[config.mk]
export PLATFORM = sky130hd
export DESIGN_NAME = spi_master_tx
export DESIGN_NICKNAME = d
export VERILOG_FILES = /design/src/rtl/spi_master_tx.sv
export SDC_FILE = /design/constraint.sdc
export NUM_CORES = 1
export LEC_CHECK = 0
export ABC_AREA = 1
export CORE_ASPECT_RATIO = 0.9
export CORE_MARGIN = 4
export CORE_UTILIZATION = 25
export DETAILED_ROUTE_END_ITERATION = 7
export PLACE_DENSITY_LB_ADDON = 0.12
export SLEW_MARGIN = 20
export SYNTH_ARGS = -nofsm -noshare
export SYNTH_HDL_FRONTEND = slang
export SYNTH_SLANG_ARGS = --single-unit
[constraint.sdc]
create_clock -name rd_clk -period 4.3 [get_ports rd_clk]
set_input_delay 0.86 -clock rd_clk [delete_from_list [all_inputs] [get_ports rd_clk]]
set_output_delay 0.86 -clock rd_clk [all_outputs]
set_load 0.02 [all_outputs]
[src/rtl/spi_master_tx.sv]
// SPI master transmitter, mode 0 (sclk idles low, data changes on the falling
// edge, sampled on the rising edge), MSB first.
// Pops words from the read side of a TX FIFO, shifts them out on mosi with
// cs_n framing, and captures miso into rx_data for full-duplex use.
//
// Ports
//   rd_clk, rd_rst_n   clock, async active-low reset
//   tx_enable          permits starting/continuing a frame
//   rd_empty, rd_data  FIFO status and read data (data valid cycle after rd_en)
//   rd_en              one-cycle FIFO read strobe
//   sclk, cs_n, mosi   SPI bus outputs (all registered)
//   miso               SPI input, 2-flop synchronised
//   rx_data, rx_valid  last received word and its one-cycle strobe
//   busy               high whenever the FSM is not in IDLE
//
// Note: miso goes through two sync flops before the rising-edge sample, so a
// slave that changes miso on the falling edge is only captured correctly with
// CLK_DIV >= 3.
module spi_master_tx #(
  parameter int DATA_W   = 8,
  parameter int CLK_DIV  = 4,
  parameter int CS_SETUP = 2,
  parameter int CS_HOLD  = 2,
  parameter int CS_GAP   = 2
) (
  input  logic              rd_clk,
  input  logic              rd_rst_n,
  input  logic              tx_enable,
  input  logic              rd_empty,
  input  logic [DATA_W-1:0] rd_data,
  output logic              rd_en,
  output logic              sclk,
  output logic              cs_n,
  output logic              mosi,
  input  logic              miso,
  output logic [DATA_W-1:0] rx_data,
  output logic              rx_valid,
  output logic              busy
);

  typedef enum logic [2:0] {IDLE, FETCH, LOAD, SETUP, SHIFT, HOLD, GAP} state_t;

  // One shared cycle counter covers every timed state; HOLD counts to CS_HOLD
  // inclusive (the falling-edge cycle plus CS_HOLD more).
  localparam int M1      = (CLK_DIV > CS_SETUP) ? CLK_DIV : CS_SETUP;
  localparam int M2      = (CS_HOLD + 1 > CS_GAP) ? CS_HOLD + 1 : CS_GAP;
  localparam int CNT_MAX = (M1 > M2) ? M1 : M2;
  localparam int CNT_W   = $clog2(CNT_MAX + 1);
  localparam int BIT_W   = (DATA_W > 1) ? $clog2(DATA_W) : 1;

  state_t              state_q, state_d;
  logic [CNT_W-1:0]    cnt_q, cnt_d;
  logic [BIT_W-1:0]    bit_q, bit_d;
  logic                phase_q, phase_d;     // 0: low phase, 1: high phase
  logic [DATA_W-1:0]   shift_q, shift_d;
  logic [DATA_W-1:0]   rx_shift_q, rx_shift_d;
  logic                miso_meta, miso_s;
  logic                sclk_d, cs_n_d, mosi_d, rd_en_d, rx_valid_d, busy_d;
  logic [DATA_W-1:0]   rx_data_d;
  logic                start;

  assign start = tx_enable && !rd_empty;

  always_ff @(posedge rd_clk or negedge rd_rst_n) begin
    if (!rd_rst_n) begin
      miso_meta <= 1'b0;
      miso_s    <= 1'b0;
    end else begin
      miso_meta <= miso;
      miso_s    <= miso_meta;
    end
  end

  always_ff @(posedge rd_clk or negedge rd_rst_n) begin
    if (!rd_rst_n) begin
      state_q    <= IDLE;
      cnt_q      <= '0;
      bit_q      <= '0;
      phase_q    <= 1'b0;
      shift_q    <= '0;
      rx_shift_q <= '0;
      sclk       <= 1'b0;
      cs_n       <= 1'b1;
      mosi       <= 1'b0;
      rd_en      <= 1'b0;
      rx_data    <= '0;
      rx_valid   <= 1'b0;
      busy       <= 1'b0;
    end else begin
      state_q    <= state_d;
      cnt_q      <= cnt_d;
      bit_q      <= bit_d;
      phase_q    <= phase_d;
      shift_q    <= shift_d;
      rx_shift_q <= rx_shift_d;
      sclk       <= sclk_d;
      cs_n       <= cs_n_d;
      mosi       <= mosi_d;
      rd_en      <= rd_en_d;
      rx_data    <= rx_data_d;
      rx_valid   <= rx_valid_d;
      busy       <= busy_d;
    end
  end

  always_comb begin
    state_d    = state_q;
    cnt_d      = cnt_q;
    bit_d      = bit_q;
    phase_d    = phase_q;
    shift_d    = shift_q;
    rx_shift_d = rx_shift_q;
    sclk_d     = sclk;
    cs_n_d     = cs_n;
    mosi_d     = mosi;
    rx_data_d  = rx_data;
    rx_valid_d = 1'b0;

    case (state_q)
      IDLE:  if (start) state_d = FETCH;
      FETCH: state_d = LOAD;
      LOAD: begin
        shift_d = rd_data;
        mosi_d  = rd_data[DATA_W-1];
        bit_d   = BIT_W'(DATA_W - 1);
        cnt_d   = '0;
        phase_d = 1'b0;
        // cs_n already low means a back-to-back word: skip the setup time
        if (!cs_n) begin
          state_d = SHIFT;
        end else begin
          cs_n_d  = 1'b0;
          state_d = SETUP;
        end
      end
      SETUP: begin
        if (cnt_q == CNT_W'(CS_SETUP - 1)) begin
          cnt_d   = '0;
          state_d = SHIFT;
        end else begin
          cnt_d = cnt_q + CNT_W'(1);
        end
      end
      SHIFT: begin
        if (cnt_q != CNT_W'(CLK_DIV - 1)) begin
          cnt_d = cnt_q + CNT_W'(1);
        end else begin
          cnt_d = '0;
          if (!phase_q) begin
            // rising edge: sample the slave
            phase_d    = 1'b1;
            sclk_d     = 1'b1;
            rx_shift_d = {rx_shift_q[DATA_W-2:0], miso_s};
          end else begin
            // falling edge: next bit out, or word boundary
            phase_d = 1'b0;
            sclk_d  = 1'b0;
            if (bit_q != '0) begin
              shift_d = shift_q << 1;
              mosi_d  = shift_q[DATA_W-2];
              bit_d   = bit_q - BIT_W'(1);
            end else begin
              rx_data_d  = rx_shift_q;
              rx_valid_d = 1'b1;
              state_d    = start ? FETCH : HOLD;
            end
          end
        end
      end
      HOLD: begin
        if (cnt_q == CNT_W'(CS_HOLD)) begin
          cnt_d   = '0;
          cs_n_d  = 1'b1;
          mosi_d  = 1'b0;
          state_d = GAP;
        end else begin
          cnt_d = cnt_q + CNT_W'(1);
        end
      end
      GAP: begin
        if (cnt_q == CNT_W'(CS_GAP - 1)) begin
          cnt_d   = '0;
          state_d = IDLE;
        end else begin
          cnt_d = cnt_q + CNT_W'(1);
        end
      end
      default: state_d = IDLE;
    endcase

    // registered strobes follow the state being entered
    rd_en_d = (state_d == FETCH);
    busy_d  = (state_d != IDLE);
  end

endmodule

==> flow_metrics.env <==
export IMPL_grt_overflow_total=0
export IMPL_path_clk_slew_ns=0.09
export IMPL_dr_first_iter_drc_count=75
export IMPL_detailedRoute_firstPassIterationCount=4
export IMPL_layout_commonest_cell="sky130_fd_sc_hd__nand2_1"
export IMPL_ant_nets=0
export IMPL_setup_viol_count_final=0
export IMPL_worst_skew_pair_late_latency_ns=0.29
export IMPL_design_die_area_sq_mm=0.009773
export IMPL_synth_net_count=266
export IMPL_p_leak_nw=1.176
export IMPL_cts_made_buffers=5
export IMPL_slowest_stage_delay_on_critical_path_ns=0.60
export IMPL_power_mw=1.488
export IMPL_rsz_0062_raised_after_global_routing="no"
export IMPL_wl_per_cell_microns=11.45
export IMPL_power_per_cell_area_mw_per_mm2=602.0
export IMPL_chipWidth_microns=103.8
export IMPL_critPathArrivalTime_ns=1.45
export IMPL_grt_usage=0.09431
export IMPL_synthDominantCellAreaShare=0.4851
export IMPL_synth_async_reset_ratio=1.000
export IMPL_design_portCount=27
export IMPL_final_nets=293
export IMPL_first_pass_grt_wire_length_microns=7431
export IMPL_worst_path_dominant_cell_family="buffers and inverters"
export IMPL_via_count_of_the_first_global_routing_pass=1589
export IMPL_min_period_over_period=0.5368
export IMPL_count_of_unresolved_drc_violations_after_routing=0
export IMPL_synthesis_area_sq_mm=0.002063
export IMPL_number_of_distinct_standard_cells_referenced_by_the_synthesized_netlist=23
export IMPL_layout_drive_gt1_share=0.1131
export IMPL_worst_path_buf_inv=1
export IMPL_synthesis_yosys_warnings=0
export IMPL_fmax_ghz=0.4332
export IMPL_tritoncts="yes"
export IMPL_drt_wl_total_microns=4271
export IMPL_number_of_antenna_violations_at_the_first_check_in_global_routing=0
export IMPL_timing_final_crit_period_ns=2.308
export IMPL_cp_max_fo=3
export IMPL_timing_max_slew_rel_slack=0.3831
export IMPL_final_max_slew_violation_count=0
export IMPL_regToRegSetupSlack_ns=2.36
export IMPL_fin_tns_setup_ns=0
export IMPL_ctsResizeCount=0
export IMPL_timing_hold_worst_class="flop to flop"
export IMPL_htree_levels=2
export IMPL_post_synth_top_area_cell="sky130_fd_sc_hd__dfrtp_1"
export IMPL_tightestPinTransition_ns=0.9253
export IMPL_finalWeightedCongestion=0.8250
export IMPL_nFillCells=847
export IMPL_vias=1577
export IMPL_cts_root_to_sink_buffers=2
export IMPL_status="complete, no violations"
export IMPL_worst_setup_path_end_kind="output port"
export IMPL_port_buffers=26
export IMPL_sequential_cell_area_sq_mm=0.001027
export IMPL_avgViaCountPerCell=4.228
export IMPL_synth_seq_area_share=0.4979
export IMPL_synth_edf_count=0
export IMPL_cap_viol_max_count=0
export IMPL_placement_setup_worst_slack_ns=2.295
export IMPL_worstPathRequired_ns=3.44
export IMPL_layout_common_cells="62 x sky130_fd_sc_hd__nand2_1, 40 x sky130_fd_sc_hd__dfrtp_1, 35 x sky130_fd_sc_hd__inv_1"
export IMPL_placementRows=31
export IMPL_cts_setup_buffers=0
export IMPL_critical_path_class="flop to output port"
export IMPL_crit_chain="clkdlybuf4s50_1"
export IMPL_ctsRootBufferMaster="sky130_fd_sc_hd__clkbuf_8"
export IMPL_holdBufCountCts=0
export IMPL_timing_critical_path_slowest_stage_cell="sky130_fd_sc_hd__clkdlybuf4s50_1"
export IMPL_setup_ws_ns=1.992
export IMPL_initial_core_util=0.2570
export IMPL_ys_dominant_reg_cell="sky130_fd_sc_hd__dfrtp_1"
export IMPL_number_of_standard_cells_after_synthesis=246
export IMPL_grt_max_degree=42
export IMPL_ir_drop_v=0.0001792
export IMPL_multi_input_area_sq_um=837.1
export IMPL_synth_area_per_cell_sq_um=8.387
export IMPL_clock_sinks=41
export IMPL_fp_coreArea_sq_mm=0.008029
export IMPL_synthTopCellsByArea="sky130_fd_sc_hd__dfrtp_1 49%, sky130_fd_sc_hd__nand2_1 11%, sky130_fd_sc_hd__inv_1 6.4%, sky130_fd_sc_hd__o21ai_0 6.1%, sky130_fd_sc_hd__nand3_1 4.6%"
export IMPL_timing_clock_skew_ns=0.01180
export IMPL_ys_ff_latch=41
export IMPL_die_h_microns=94.19
export IMPL_place_hpwl_microns=3051
export IMPL_antenna_cells=0
export IMPL_final_hold_vio_count=0
export IMPL_critical_path_startpoint_type="flop"
export IMPL_area_overhead_vs_synth_pct=19.83
## cells in the mapped netlist, types with 2 or more instances
cell / n
sky130_fd_sc_hd__dfrtp_1: 40
sky130_fd_sc_hd__nand2_2: 3
sky130_fd_sc_hd__inv_2: 3
sky130_fd_sc_hd__o21ai_0: 25
sky130_fd_sc_hd__buf_6: 2
sky130_fd_sc_hd__ha_1: 7
sky130_fd_sc_hd__nand3_1: 19
sky130_fd_sc_hd__o21ai_2: 10
sky130_fd_sc_hd__nand4_1: 5
sky130_fd_sc_hd__inv_1: 35
sky130_fd_sc_hd__nand2_4: 2
sky130_fd_sc_hd__nand2_1: 62
sky130_fd_sc_hd__a21oi_1: 2
sky130_fd_sc_hd__buf_2: 2
sky130_fd_sc_hd__nor2_1: 21
## cell families (layout without fill, tap and decap cells)
kind of cell,count (synthesis),after routing,synth area share
simple gates,115,115,0.2432
buf+inv,44,72,0.09642
flops,41,41,0.4979
compound gates,38,38,0.1158
fa+ha+maj,7,7,0.04245
xor+xnor,1,1,0.004246
## per-stage QoR
| step | utilization | hold WS (ns) | cell area (sq um) | cells |
|---|---|---|---|---|
| floorplan | - | 0.3312 | 2063 | 246 |
| CTS | 0.3079 | 0.3557 | 2472 | 373 |
| detailed placement | 0.2972 | 0.3358 | 2386 | 365 |
| global route | 0.3079 | 0.3601 | 2472 | 373 |
| finish | 0.3079 | 0.3529 | 2472 | 373 |
| global placement | 0.2972 | 0.3325 | 2386 | 365 |
## flip-flops by register name, summed over array words and instances, names as in the netlist, 3 cells and up
signal and count:
cnt_q 3, shift_q 7, rx_data 8, state_q 3, bit_q 3, rx_shift_q 8
## layout make-up
cell class              count  share of cell area
clock buffers               5             0.02783
clock inverters             3            0.007085
inverters                  38             0.05769
multi-input cells         161              0.3386
flip-flops and latches     41              0.4155
well taps                  99             0.05010
repair buffers             26              0.1032
## metal layers
metal  track usage  wire, microns  part of all wire  vias up
li1              -              -                 -      829
met1        0.1213           2088              0.49      710
met2        0.1525           1953              0.46       29
met3       0.02474            150             0.035        9
met4       0.03654             78             0.018        0
met5             0              0                 0        -
## final timing paths
check / from / end / cells past startpoint
worst max-delay path: cs_n / cs_n / 1
worst min-delay path: miso_meta / miso_s / 0
worst max register to register: state_q[0] / shift_q[2] / 7
worst min register to register: miso_meta / miso_s / 0
max in group asynchronous: rd_rst_n / rx_shift_q[0] / 1
min in group asynchronous: rd_rst_n / state_q[1] / 1
## report_power, final
group	switching (mW)	internal [mW]	leakage, nW
combinational	0.420	0.242	0.599
sequential	0.0754	0.498	0.533
clock	0.141	0.112	0.0439
total	0.636	0.852	1.18
Note: power is estimated with default switching activity, not from simulation.
